$ cat src/rtl/sprite_rom_arbiter_pkg.sv
// Shared epic_racer definitions for the sprite ROM path: geometry, requester ids, ROM latency.
// Also holds the modulo-N index helper used by the round-robin pointer.
package sprite_rom_arbiter_pkg;

  localparam int SPR_ADDR_W  = 12;
  localparam int SPR_DATA_W  = 12;
  localparam int SPR_ROM_LAT = 1;
  localparam int SPR_N_REQ   = 4;

  localparam int REQ_PLAYER = 0;
  localparam int REQ_RIVAL  = 1;
  localparam int REQ_TRACK  = 2;
  localparam int REQ_HUD    = 3;

  // Explicit wrap so non-power-of-two requester counts stay in range.
  function automatic int wrap_inc(input int idx, input int n);
    return (idx + 1 >= n) ? 0 : idx + 1;
  endfunction

endpackage

$ cat src/rtl/sprite_rom_arbiter_rr_pick.sv
// Combinational round-robin picker: first asserted request at or after i_ptr, wrapping modulo N_REQ.
// Zero latency; no backpressure of its own.
module rr_pick #(
  parameter int N_REQ = 4,
  parameter int IDX_W = 2
) (
  input  logic [N_REQ-1:0] i_req,
  input  logic [IDX_W-1:0] i_ptr,
  output logic [N_REQ-1:0] o_gnt,
  output logic [IDX_W-1:0] o_win,
  output logic             o_any
);

  logic [IDX_W:0]   w_sum;
  logic [IDX_W-1:0] w_idx;

  always_comb begin
    o_gnt = '0;
    o_win = '0;
    o_any = 1'b0;
    w_sum = '0;
    w_idx = '0;
    for (int k = 0; k < N_REQ; k++) begin
      w_sum = {1'b0, i_ptr} + (IDX_W+1)'(k);
      if (w_sum >= (IDX_W+1)'(N_REQ)) begin
        w_sum = w_sum - (IDX_W+1)'(N_REQ);
      end
      w_idx = w_sum[IDX_W-1:0];
      if (!o_any && i_req[w_idx]) begin
        o_any        = 1'b1;
        o_win        = w_idx;
        o_gnt[w_idx] = 1'b1;
      end
    end
  end

endmodule

$ cat src/rtl/sprite_rom_arbiter.sv
// Round-robin sharing of one sprite ROM port; grant is combinational, data returns ROM_LAT+1 cycles later.
// One grant per cycle; losers simply hold req/addr until granted.
module sprite_rom_arbiter
  import sprite_rom_arbiter_pkg::*;
#(
  parameter int N_REQ   = SPR_N_REQ,
  parameter int ADDR_W  = SPR_ADDR_W,
  parameter int DATA_W  = SPR_DATA_W,
  parameter int ROM_LAT = SPR_ROM_LAT
) (
  input  logic                    i_clk,
  input  logic                    i_rst,
  input  logic                    i_vs,
  input  logic [N_REQ-1:0]        i_req,
  input  logic [N_REQ*ADDR_W-1:0] i_addr,
  output logic [N_REQ-1:0]        o_gnt,
  output logic                    o_rom_en,
  output logic [ADDR_W-1:0]       o_rom_addr,
  input  logic [DATA_W-1:0]       i_rom_data,
  output logic [N_REQ-1:0]        o_rd_valid,
  output logic [DATA_W-1:0]       o_rd_data
);

  localparam int IDX_W = $clog2(N_REQ);
  localparam int DEPTH = ROM_LAT + 1;

  logic [IDX_W-1:0]            r_ptr;
  logic [IDX_W-1:0]            w_ptr_nxt;
  logic [IDX_W-1:0]            w_win;
  logic [N_REQ-1:0]            w_gnt;
  logic                        w_any;
  logic                        r_prev_vs;
  logic                        w_fall;
  logic                        r_rom_en;
  logic [ADDR_W-1:0]           r_rom_addr;
  logic [DEPTH-1:0]            r_tag_vld;
  logic [DEPTH-1:0][IDX_W-1:0] r_tag_id;

  rr_pick #(
    .N_REQ (N_REQ),
    .IDX_W (IDX_W)
  ) u_pick (
    .i_req (i_req),
    .i_ptr (r_ptr),
    .o_gnt (w_gnt),
    .o_win (w_win),
    .o_any (w_any)
  );

  assign o_gnt  = i_rst ? w_gnt : '0;
  assign w_fall = r_prev_vs & ~i_vs;

  // Frame start wins over the post-grant advance so every frame begins at requester 0.
  always_comb begin
    w_ptr_nxt = r_ptr;
    if (w_fall) begin
      w_ptr_nxt = '0;
    end else if (w_any) begin
      w_ptr_nxt = IDX_W'(wrap_inc(int'(w_win), N_REQ));
    end
  end

  always_ff @(posedge i_clk or negedge i_rst) begin
    if (!i_rst) begin
      r_ptr      <= '0;
      r_prev_vs  <= 1'b1;
      r_rom_en   <= 1'b0;
      r_rom_addr <= '0;
      r_tag_vld  <= '0;
      r_tag_id   <= '0;
    end else begin
      r_ptr     <= w_ptr_nxt;
      r_prev_vs <= i_vs;
      r_rom_en  <= w_any;
      if (w_any) begin
        r_rom_addr <= i_addr[w_win*ADDR_W +: ADDR_W];
      end
      r_tag_vld <= {r_tag_vld[DEPTH-2:0], w_any};
      r_tag_id  <= {r_tag_id[DEPTH-2:0], w_win};
    end
  end

  always_comb begin
    o_rd_valid = '0;
    if (r_tag_vld[DEPTH-1]) begin
      o_rd_valid[r_tag_id[DEPTH-1]] = 1'b1;
    end
  end

  assign o_rom_en   = r_rom_en;
  assign o_rom_addr = r_rom_addr;
  assign o_rd_data  = i_rom_data;

endmodule

$ cat config.mk
export PLATFORM = sky130hd
export DESIGN_NAME = sprite_rom_arbiter
export DESIGN_NICKNAME = d
export VERILOG_FILES = /design/src/rtl/sprite_rom_arbiter_pkg.sv /design/src/rtl/sprite_rom_arbiter_rr_pick.sv /design/src/rtl/sprite_rom_arbiter.sv
export SDC_FILE = /design/constraint.sdc
export NUM_CORES = 1
export LEC_CHECK = 0
export ABC_AREA = 0
export BUFFER_PORTS_ARGS = -buffer_cell sky130_fd_sc_hd__buf_2
export CORE_UTILIZATION = 45
export DETAILED_ROUTE_END_ITERATION = 8
export GPL_TIMING_DRIVEN = 0
export PLACE_DENSITY = 0.83
export SYNTH_ARGS = -nofsm -noshare
export SYNTH_HDL_FRONTEND = slang
export SYNTH_HIERARCHICAL = 1
export SYNTH_SLANG_ARGS = --single-unit
$ cat constraint.sdc
create_clock -name i_clk -period 4.2 [get_ports i_clk]
set_input_delay 0.21 -clock i_clk [delete_from_list [all_inputs] [get_ports i_clk]]
set_output_delay 0.21 -clock i_clk [all_outputs]
set_load 0.01 [all_outputs]
[Yosys cells after proc, flatten, opt, wreduce, memory -nomap -nowiden]
Cells that the tools add are included.
Word-level totals
  flip-flop bits (word level): 22
  input port bits: 67
  output and inout port bits: 33
  logic and storage cells: 88
Operators by class
  $add $sub $neg: 8
  multiply operators: 1
  $lt $le $gt $ge: 15
  shifts and indexed selects: 1
  muxes and demuxes: 39
  bitwise operators: 5
  reductions and logical operators: 12
Operators with widths (count)
  $shiftx A48 B7 Y12: 1
  $mux W4: 6
  $mux W2: 11
  $lt A2 B3 Y1 const B: 5
  $mux W1: 13
  $ge A3 B3 Y1 const B: 4
  $or A4 B4 Y4: 3
  $demux W1 S2: 5
  $ge A2 B1 Y1 const B: 5
  $bmux W1 S2: 4
  $logic_and A1 B1 Y1: 8
  $sub A2 B1 Y2 const B: 4
  $add A2 B1 Y3 const B: 2
  $add A2 B2 Y3 const B: 2
  $mul A2 B2 Y4 const B: 1
  $ge A2 B3 Y1 const B: 1
  $logic_not A1 Y1: 3
  $reduce_bool A2 Y1: 1
  $and A1 B1 Y1: 1
  $not A1 Y1: 1

[Depth between registers and ports, before layout]
Gate-level depths: netlist (run 1).
  depth in word-level cells: 19
  gate-level depth with buffers: 12
  gate-level depth less buffers: 9

[Cells and area by module]
Netlist (run 1), hierarchy kept.
Modules (own cells, without submodules)
  sprite_rom_arbiter: instances 1, cells an instance 105, area each 1204.9 sq um, seq. area each 526.8 sq um
  rr_pick: instances 1, cells an instance 45, area each 421.7 sq um, seq. area each 0.0 sq um

[Worst setup path before layout (run 1)]
OpenSTA, ideal clock, no wires.
  kind: register -> register
  start: register r_ptr[0]
  end: register r_ptr[0]
  setup time: 0.073 ns
  data arrival time: 2.689 ns
  required time: 4.127 ns
  path slack: 1.438 ns
  stages on the path, launching flop included: 12
  buffers on the path: 2
  period minus slack after synthesis: 2.762 ns
  path through: dfrtp_1 -> buf_6 -> inv_1 -> ha_1 -> mux4_2 -> buf_6 -> nor4b_4 -> nor2_1 -> a32o_1 -> ha_1 -> or3b_1 -> a21oi_2
On the way
  word-level cells in the longest chain between the ends: 19
  elaborated cells between the ends (all ways): 43
  classes of those cells: 8 x add/sub; 5 x order compare; 23 x mux; 7 x reduce/logical
Ends and longest elaborated chain
  start, declared: RTL line sprite_rom_arbiter.sv:27  | logic [IDX_W-1:0] r_ptr;
  start signal, assigned: RTL line sprite_rom_arbiter.sv:72  | r_ptr <= w_ptr_nxt;
  branches (longest 13 deep; another with $add A2 B1 Y3)
  $mux W2 (*): RTL line sprite_rom_arbiter_rr_pick.sv:29  | if (!o_any && i_req[w_idx]) begin
  via w_win[1]: RTL line sprite_rom_arbiter.sv:29  | logic [IDX_W-1:0] w_win;
  $add A2 B1 Y3 (*): RTL line sprite_rom_arbiter_pkg.sv:17  | return (idx + 1 >= n) ? 0 : idx + 1;
  $ge A3 B3 Y1 (*): RTL line sprite_rom_arbiter_pkg.sv:17
  $mux W2 (*): RTL line sprite_rom_arbiter_pkg.sv:17
  $mux W2 (*): RTL line sprite_rom_arbiter.sv:58  | end else if (w_any) begin
  $mux W2 (*): RTL line sprite_rom_arbiter.sv:56  | if (w_fall) begin
Mark *: on every way through the listed nets, which the timed path passes. The select of a mux whose other input is x is not followed.
A chain may end at the register's enable or synchronous reset.

[Final worst setup path (run 1)]
  start: register r_ptr[1]
  end: register r_rom_addr[1] (netlist: o_rom_addr[1])
On the way
  word-level cells in the longest chain between the ends: 16
  elaborated cells between the ends (all ways): 39
  classes of those cells: 7 x add/sub; 1 x mul; 4 x order compare; 1 x shift; 20 x mux; 6 x reduce/logical
Ends and longest elaborated chain
  branches (longest 13 deep; another with $add A2 B1 Y3)
  $mux W2 (*): RTL line sprite_rom_arbiter_rr_pick.sv:29
  via w_win[1]: RTL line sprite_rom_arbiter.sv:29
  $mul A2 B2 Y4 (*): RTL line sprite_rom_arbiter.sv:76  | r_rom_addr <= i_addr[w_win*ADDR_W +: ADDR_W];
  $shiftx A48 B7 Y12 (*): RTL line sprite_rom_arbiter.sv:76
  end signal, assigned: RTL line sprite_rom_arbiter.sv:76
  end, declared: RTL line sprite_rom_arbiter.sv:35  | logic [ADDR_W-1:0] r_rom_addr;
Marked as above.

==> metrics.md, run 1 <==
| Metric | Value |
|---|---|
| Final Max Slew Viols | 0 |
| Share of cells above drive strength 1 | 47.74% |
| Critical path peak fanout | 10 |
| Antenna diode count | 0 |
| Vias | 1495 |
| Synthesized cell area | 0.001627 sq mm |
| Fin util | 63.93% |
| Cell taking the most area after synthesis | dfrtp_1 |
| DRT iter0 DRCs | 48 |
| Most numerous cell in the Yosys netlist | mux2i_1 |
| Num CTS Buffers | 3 |
| Tcrit/Tclk final | 75.20% |
| Predominant post-synthesis flop cell | dfrtp_1 |
| Clock transition at path regs | roughly 120 ps |
| Req. time, crit path | 4360 ps |
| Total wire length | 3754 um |
| GRT met3 Usage | between 3 and 4% |
| Hold WC Path Type | in2reg |
| CP endpoint | o_rom_addr[1]$_DFFE_PN0P_ |
| Status | finished clean |
| Sink Count | 21 |
| Num rows | 21 |
| GRT Util Overall | 19.65% |
| Chip Height | about 62 um |
| Post-placement cell count | 283 |
| Via-per-instance ratio | 5.173 |
| Kind of end point of the critical path | register |
| WL/cell | 12.99 um |
| Fin Setup TNS | 0 ps |
| Worst skew pair latency | 300 ps |
| Max-slew headroom | 66.26% |
| I/O Pins | 100 |
| Commonest cells post-synth | mux2i_1 (27), dfrtp_1 (20), nand2b_1 (16) |
| Met1 GRT Util | 23.92% |
| Largest net degree at the start of global routing | 26 |
| Seq/Total Area, Yosys | 32.38% |
| Port Buffers | 87 |
| Average size of a mapped cell | 10.84 sq um |
| Post-synth EDFFs | 0 |
| Global-route wire length before repair | 6085 um |
| Initial antenna violation count | 0 |
| Post-CTS Setup Inserts | 0 |
| Fraction of registers with async set/reset | 100.0% |
| Area growth, synth to finish | 33.23% |
| Die X | 62.12 um |
| Grt peak-use layer | met2 |
| Area of the multi-input gates | 925.9 sq um |
| GP Congestion | 0.7492 |
| Synth warn | 6 |
| Most area-consuming cells after synthesis | dfrtp_1 (31%), mux2i_1 (17%), o221ai_1 (7.0%), nand2b_1 (6.2%), buf_4 (5.5%) |
| Placement Setup Slack | 1088 ps |
| WS Path Type | reg2reg |
| WP data arrival | roughly 3300 ps |
| Final WS setup | 1041 ps |
| Layout fillers | 306 |
| Core Footprint | ~0.0034 sq mm |
| Cell count after synthesis | 150 |
| Grt met2 use | ~34% |
| Startpoint Class | register |
| Non-filler cells, final | 289 |
| Post-route ant nets | 0 |
| Pwr/cell area | 783.3 mW/mm^2 |
| Fmax | 316.6 MHz |
| Number of global-route vias before repair | 1356 |
| Tot Pwr | 1.697 mW |
| Setup violators final | 0 |
| Yosys cell types | 32 |
| Worst Tran Pin Value | 506.1 ps |
| Clk_skew | 7.655 ps |
| Register bit total from synthesis | 21 |
| Final Hold Viols | 0 |
| Max-Cap Viols | 0 |
| R2r setup slk | 1040 ps |
| H-tree depth | 1 |
| Reg-to-Reg End | o_rom_addr[1]$_DFFE_PN0P_ |
| Net Count, Synth | 223 |
| Global route overflow | 0 |
| CP Launch Point | r_ptr[1]$_DFFE_PN0P_ |
| Post-route cell area | about 0.0022 sq mm |
| CTS root buf | clkbuf_4 |
| Die area | 0.003859 sq mm |
| Pre-Repair DR Iteration Count | 4 |
| Drt drc | 0 |
| Post-DP HPWL | 2858 um |
| Post-cts resize count | 0 |
| RSZ-0062 raised after global routing | no |
| Clk buf depth | 2 |
| Initial Util | ~48% |
| Placed Area | 0.002120 sq mm |
| Leakage | roughly 1.1 nW |
| Fin nets | 317 |
| Storage element area | 526.8 sq um |
| Hold slack | between 200 and 250 ps |
| CTS tree | built |
| R2r startpoint | r_ptr[1]$_DFFE_PN0P_ |
| Top cell type's share of synthesized area | 30.77% |
| Worst R2R Path Depth | 10 |
| Crit path time final | 3159 ps |
| Worst VDD drop | 0.0008570 V |
-- state kept, by name, summed over array words and instances, names as in the netlist --
signal	flops
r_tag_id	4
r_prev_vs	1
r_tag_vld	2
o_rom_addr	12
r_ptr	2
-- area by class of cell --
type | count | area share, %
buffer | 21 | 7.506
clock inverter | 1 | 0.2309
tap | 46 | 2.656
clock buffer | 3 | 1.039
sequential | 21 | 24.31
multi-input combinational | 105 | 42.73
timing repair buffer | 89 | 21.02
inverter | 3 | 0.5196
-- worst min-delay path by stage --
stage               startpoint                         end  depth (start not counted)
finish              i_addr[11]  o_rom_addr[11]$_DFFE_PN0P_                          3
global route         i_addr[4]   o_rom_addr[4]$_DFFE_PN0P_                          3
CTS                 i_addr[11]  o_rom_addr[11]$_DFFE_PN0P_                          3
detailed placement       i_rst   o_rom_addr[0]$_DFFE_PN0P_                          1
global placement         i_rst   o_rom_addr[1]$_DFFE_PN0P_                          1
floorplan                i_rst   o_rom_addr[0]$_DFFE_PN0P_                          0
-- what timing repair did --
action,in CTS,in global routing
hold buffers,2,0
hold endpoints to repair,21,0
setup endpoints to repair,0,0
-- cell families after synthesis --
| kind of cell | count (synthesis) | synth area share, % |
|---|---|---|
| AOI/OAI and AO/OA | 30 | 14.31 |
| adders and majority gates | 6 | 4.615 |
| buffers and inverters | 24 | 10.69 |
| DFF | 21 | 32.38 |
| muxes | 32 | 23.31 |
| and+or+nand+nor | 37 | 14.69 |
-- layout by cell type (no fill, tap or decap), types with 2 or more instances in the layout --
master,synthesis,final
nor2b_1,2,2
buf_2,1,88
mux4_1,2,2
clkbuf_1,3,3
ha_1,6,6
o21ai_0,5,5
inv_1,3,3
buf_4,12,12
dlygate4sd3_1,0,2
buf_6,5,5
mux2i_1,27,27
nand2b_1,16,16
a22oi_1,8,8
clkbuf_4,0,3
nor2_1,5,5
dfrtp_1,20,20
o221ai_1,13,13
mux4_2,2,2
and2_1,4,4
nand2_1,2,2
-- worst max-delay path: stages (launching register included) --
cell and delay, ps:
dfrtp_1 540, inv_1 150, ha_1 370, mux4_2 320
buf_6 160, nor4b_4 370, nor2_1 100, a32o_1 270
nand2_1 120, clkbuf_1 390, o221ai_1 230
-- power breakdown --
part           internal, mW  switching [mW]
Clock                0.0355          0.0619
Combinational         0.596           0.629
Sequential            0.310          0.0650
-- metal layers --
metal / part of all wire [%] / vias to the layer above
met5: 0 / -
met4: 2.6 / 0
met3: 4.2 / 10
met2: 51 / 58
met1: 43 / 691
li1: - / 736
Note: power is estimated with default switching activity, not from simulation.
==> run 2, diff against run 1 <==
Settings changed: CORE_UTILIZATION 45 to 43, PLACE_DENSITY 0.83 to 0.8.
Clock period 4.2 ns to 3.15 ns, I/O delays scaled along.
==> metrics.md, run 2 (synthesized netlist as in run 1, its figures left out) <==
| Metric | Value |
|---|---|
| Vias | 1528 (was 1495) |
| Setup violators final | 0 (unchanged) |
| Pwr/cell area | 1057 mW/mm^2 (was 783.3 mW/mm^2) |
| Drt drc | 0 (unchanged) |
| Post-DP HPWL | 2898 um (was 2858 um) |
| Post-route ant nets | 0 (unchanged) |
| Core Footprint | 0.003468 sq mm (was 0.003390 sq mm) |
| Via-per-instance ratio | 5.251 (was 5.173) |
| Non-filler cells, final | 291 (was 289) |
| WL/cell | 12.66 um (was 12.99 um) |
| Clock transition at path regs | 70 ps (was 120 ps) |
| GP Congestion | 0.7763 (was 0.7492) |
| I/O Pins | 100 (unchanged) |
| Sink Count | 21 (unchanged) |
| Initial antenna violation count | 0 (unchanged) |
| Fin nets | 319 (was 317) |
| Fin Setup TNS | 0 ps (unchanged) |
| Die X | 63.51 um (was 62.12 um) |
| Kind of end point of the critical path | register (unchanged) |
| Tcrit/Tclk final | 91.90% (was 75.20%) |
| H-tree depth | 1 (unchanged) |
| Global route overflow | 0 (unchanged) |
| Largest net degree at the start of global routing | 26 (unchanged) |
| GRT Util Overall | 18.14% (was 19.65%) |
| Max-Cap Viols | 0 (unchanged) |
| Post-placement cell count | 283 (unchanged) |
| Clk buf depth | 2 (unchanged) |
| Placement Setup Slack | -3.568 ps (was 1088 ps) |
| CTS root buf | clkbuf_8 (was clkbuf_4) |
| Fmax | 345.4 MHz (was 316.6 MHz) |
| Die area | 0.004033 sq mm (was 0.003859 sq mm) |
| Hold WC Path Type | in2reg (unchanged) |
| DRT iter0 DRCs | 34 (was 48) |
| Max-slew headroom | 66.48% (was 66.26%) |
| Num rows | 21 (unchanged) |
| Num CTS Buffers | 3 (unchanged) |
| Layout fillers | 326 (was 306) |
| Worst skew pair latency | 250 ps (was 300 ps) |
| RSZ-0062 raised after global routing | no (unchanged) |
| Port Buffers | 87 (unchanged) |
| WS Path Type | reg2reg (unchanged) |
| Initial Util | 46.90% (was 47.99%) |
| Crit path time final | 2895 ps (was 3159 ps) |
| Req. time, crit path | 3330 ps (was 4360 ps) |
| CTS tree | built (unchanged) |
| Chip Height | 63.51 um (was 62.12 um) |
| Share of cells above drive strength 1 | 49.80% (was 47.74%) |
| Final WS setup | 255.1 ps (was 1041 ps) |
| Fin util | 63.60% (was 63.93%) |
| WP data arrival | 3080 ps (was 3320 ps) |
| Startpoint Class | register (unchanged) |
| Total wire length | 3683 um (was 3754 um) |
| Critical path peak fanout | 10 (unchanged) |
| Number of global-route vias before repair | 1362 (was 1356) |
| Pre-Repair DR Iteration Count | 4 (unchanged) |
| Worst VDD drop | 0.0006029 V (was 0.0008570 V) |
| Clk_skew | 1.487 ps (was 7.655 ps) |
| Max reg flops | 12 (unchanged) |
| Most common cell after layout, fill and taps aside | buf_2 (unchanged) |
| Status | finished clean (unchanged) |
| Final Hold Viols | 0 (unchanged) |
| Global-route wire length before repair | 5906 um (was 6085 um) |
| Final Max Slew Viols | 0 (unchanged) |
| Most frequent cells in the layout | buf_2 (88), mux2i_1 (27), dfrtp_1 (18) (was buf_2 (88), mux2i_1 (27), dfrtp_1 (20)) |
| Area growth, synth to finish | 35.62% (was 33.23%) |
| Worst Tran Pin Value | 498.6 ps (was 506.1 ps) |
| Leakage | 1.112 nW (was 1.090 nW) |
| Antenna diode count | 0 (unchanged) |
| Hold slack | 215.8 ps (was 213.6 ps) |
-- run 2: critical path, stage by stage, from the launching register on --
cell     delay [ps]
dfrtp_2         420
buf_6           170
inv_1            70
ha_1            350
mux4_2          320
buf_6           160
nor4b_4         320
nor2_1           90
a32o_1          260
ha_1            180
or3b_1          360
a21oi_2         130
-- run 2: final cells by class --
cell class                 instances  area (sq um)  area share, %
clock inverter                     1         5.005         0.2269
timing repair buffer              91         470.5          21.33
tap                               46         57.56          2.609
multi-input combinational        105         925.9          41.97
clock buffer                       3         41.29          1.872
sequential                        21         529.3          23.99
buffer                            21         165.2          7.487
inverter                           3         11.26         0.5105
-- run 2: worst paths after layout --
path,from,to,slack [ps],cells after the start
max,r_ptr[0]$_DFFE_PN0P_,r_ptr[0]$_DFFE_PN0P_,260,11
min,i_addr[10],o_rom_addr[10]$_DFFE_PN0P_,220,3
max reg2reg,r_ptr[0]$_DFFE_PN0P_,r_ptr[0]$_DFFE_PN0P_,260,11
min reg2reg,r_tag_id[0]$_DFF_PN0_,r_tag_id[2]$_DFF_PN0_,350,0
max in group asynchronous,i_rst,r_ptr[0]$_DFFE_PN0P_,2380,2
min in group asynchronous,i_rst,o_rom_addr[1]$_DFFE_PN0P_,410,2
-- run 2: metrics by stage --
stage	power [mW]	cell area, sq um
after floorplan	1.740	1627
after global placement	2.126	2120
after detailed placement	2.155	2120
after CTS	2.333	2177
after global routing	2.535	2206
final	2.333	2206
-- run 2: power by group --
part / switching, mW / internal (mW) / total [mW]
Combinational: 0.851 / 0.812 / 1.66
Clock: 0.0800 / 0.0878 / 0.168
Sequential: 0.0843 / 0.417 / 0.502
-- run 2: what timing repair did --
action                                  CTS  global route
buffers inserted                          0             2
endpoints found under the setup margin    7            11
gates cloned                              0             0
hold buffers                              1             1
pin swaps                                 0             1
resized for setup                         1             4
endpoints found under the hold margin    20             1
-- run 2: per-layer routing --
| metal | vias to the layer above | routed length (um) | GRT usage, % |
|---|---|---|---|
| met5 | - | 0 | 0 |
| met1 | 713 | 1528 | 21.59 |
| met2 | 66 | 1863 | 32.85 |
| met3 | 6 | 237 | 3.080 |
| met4 | 0 | 54 | 5.398 |
| li1 | 743 | - | - |
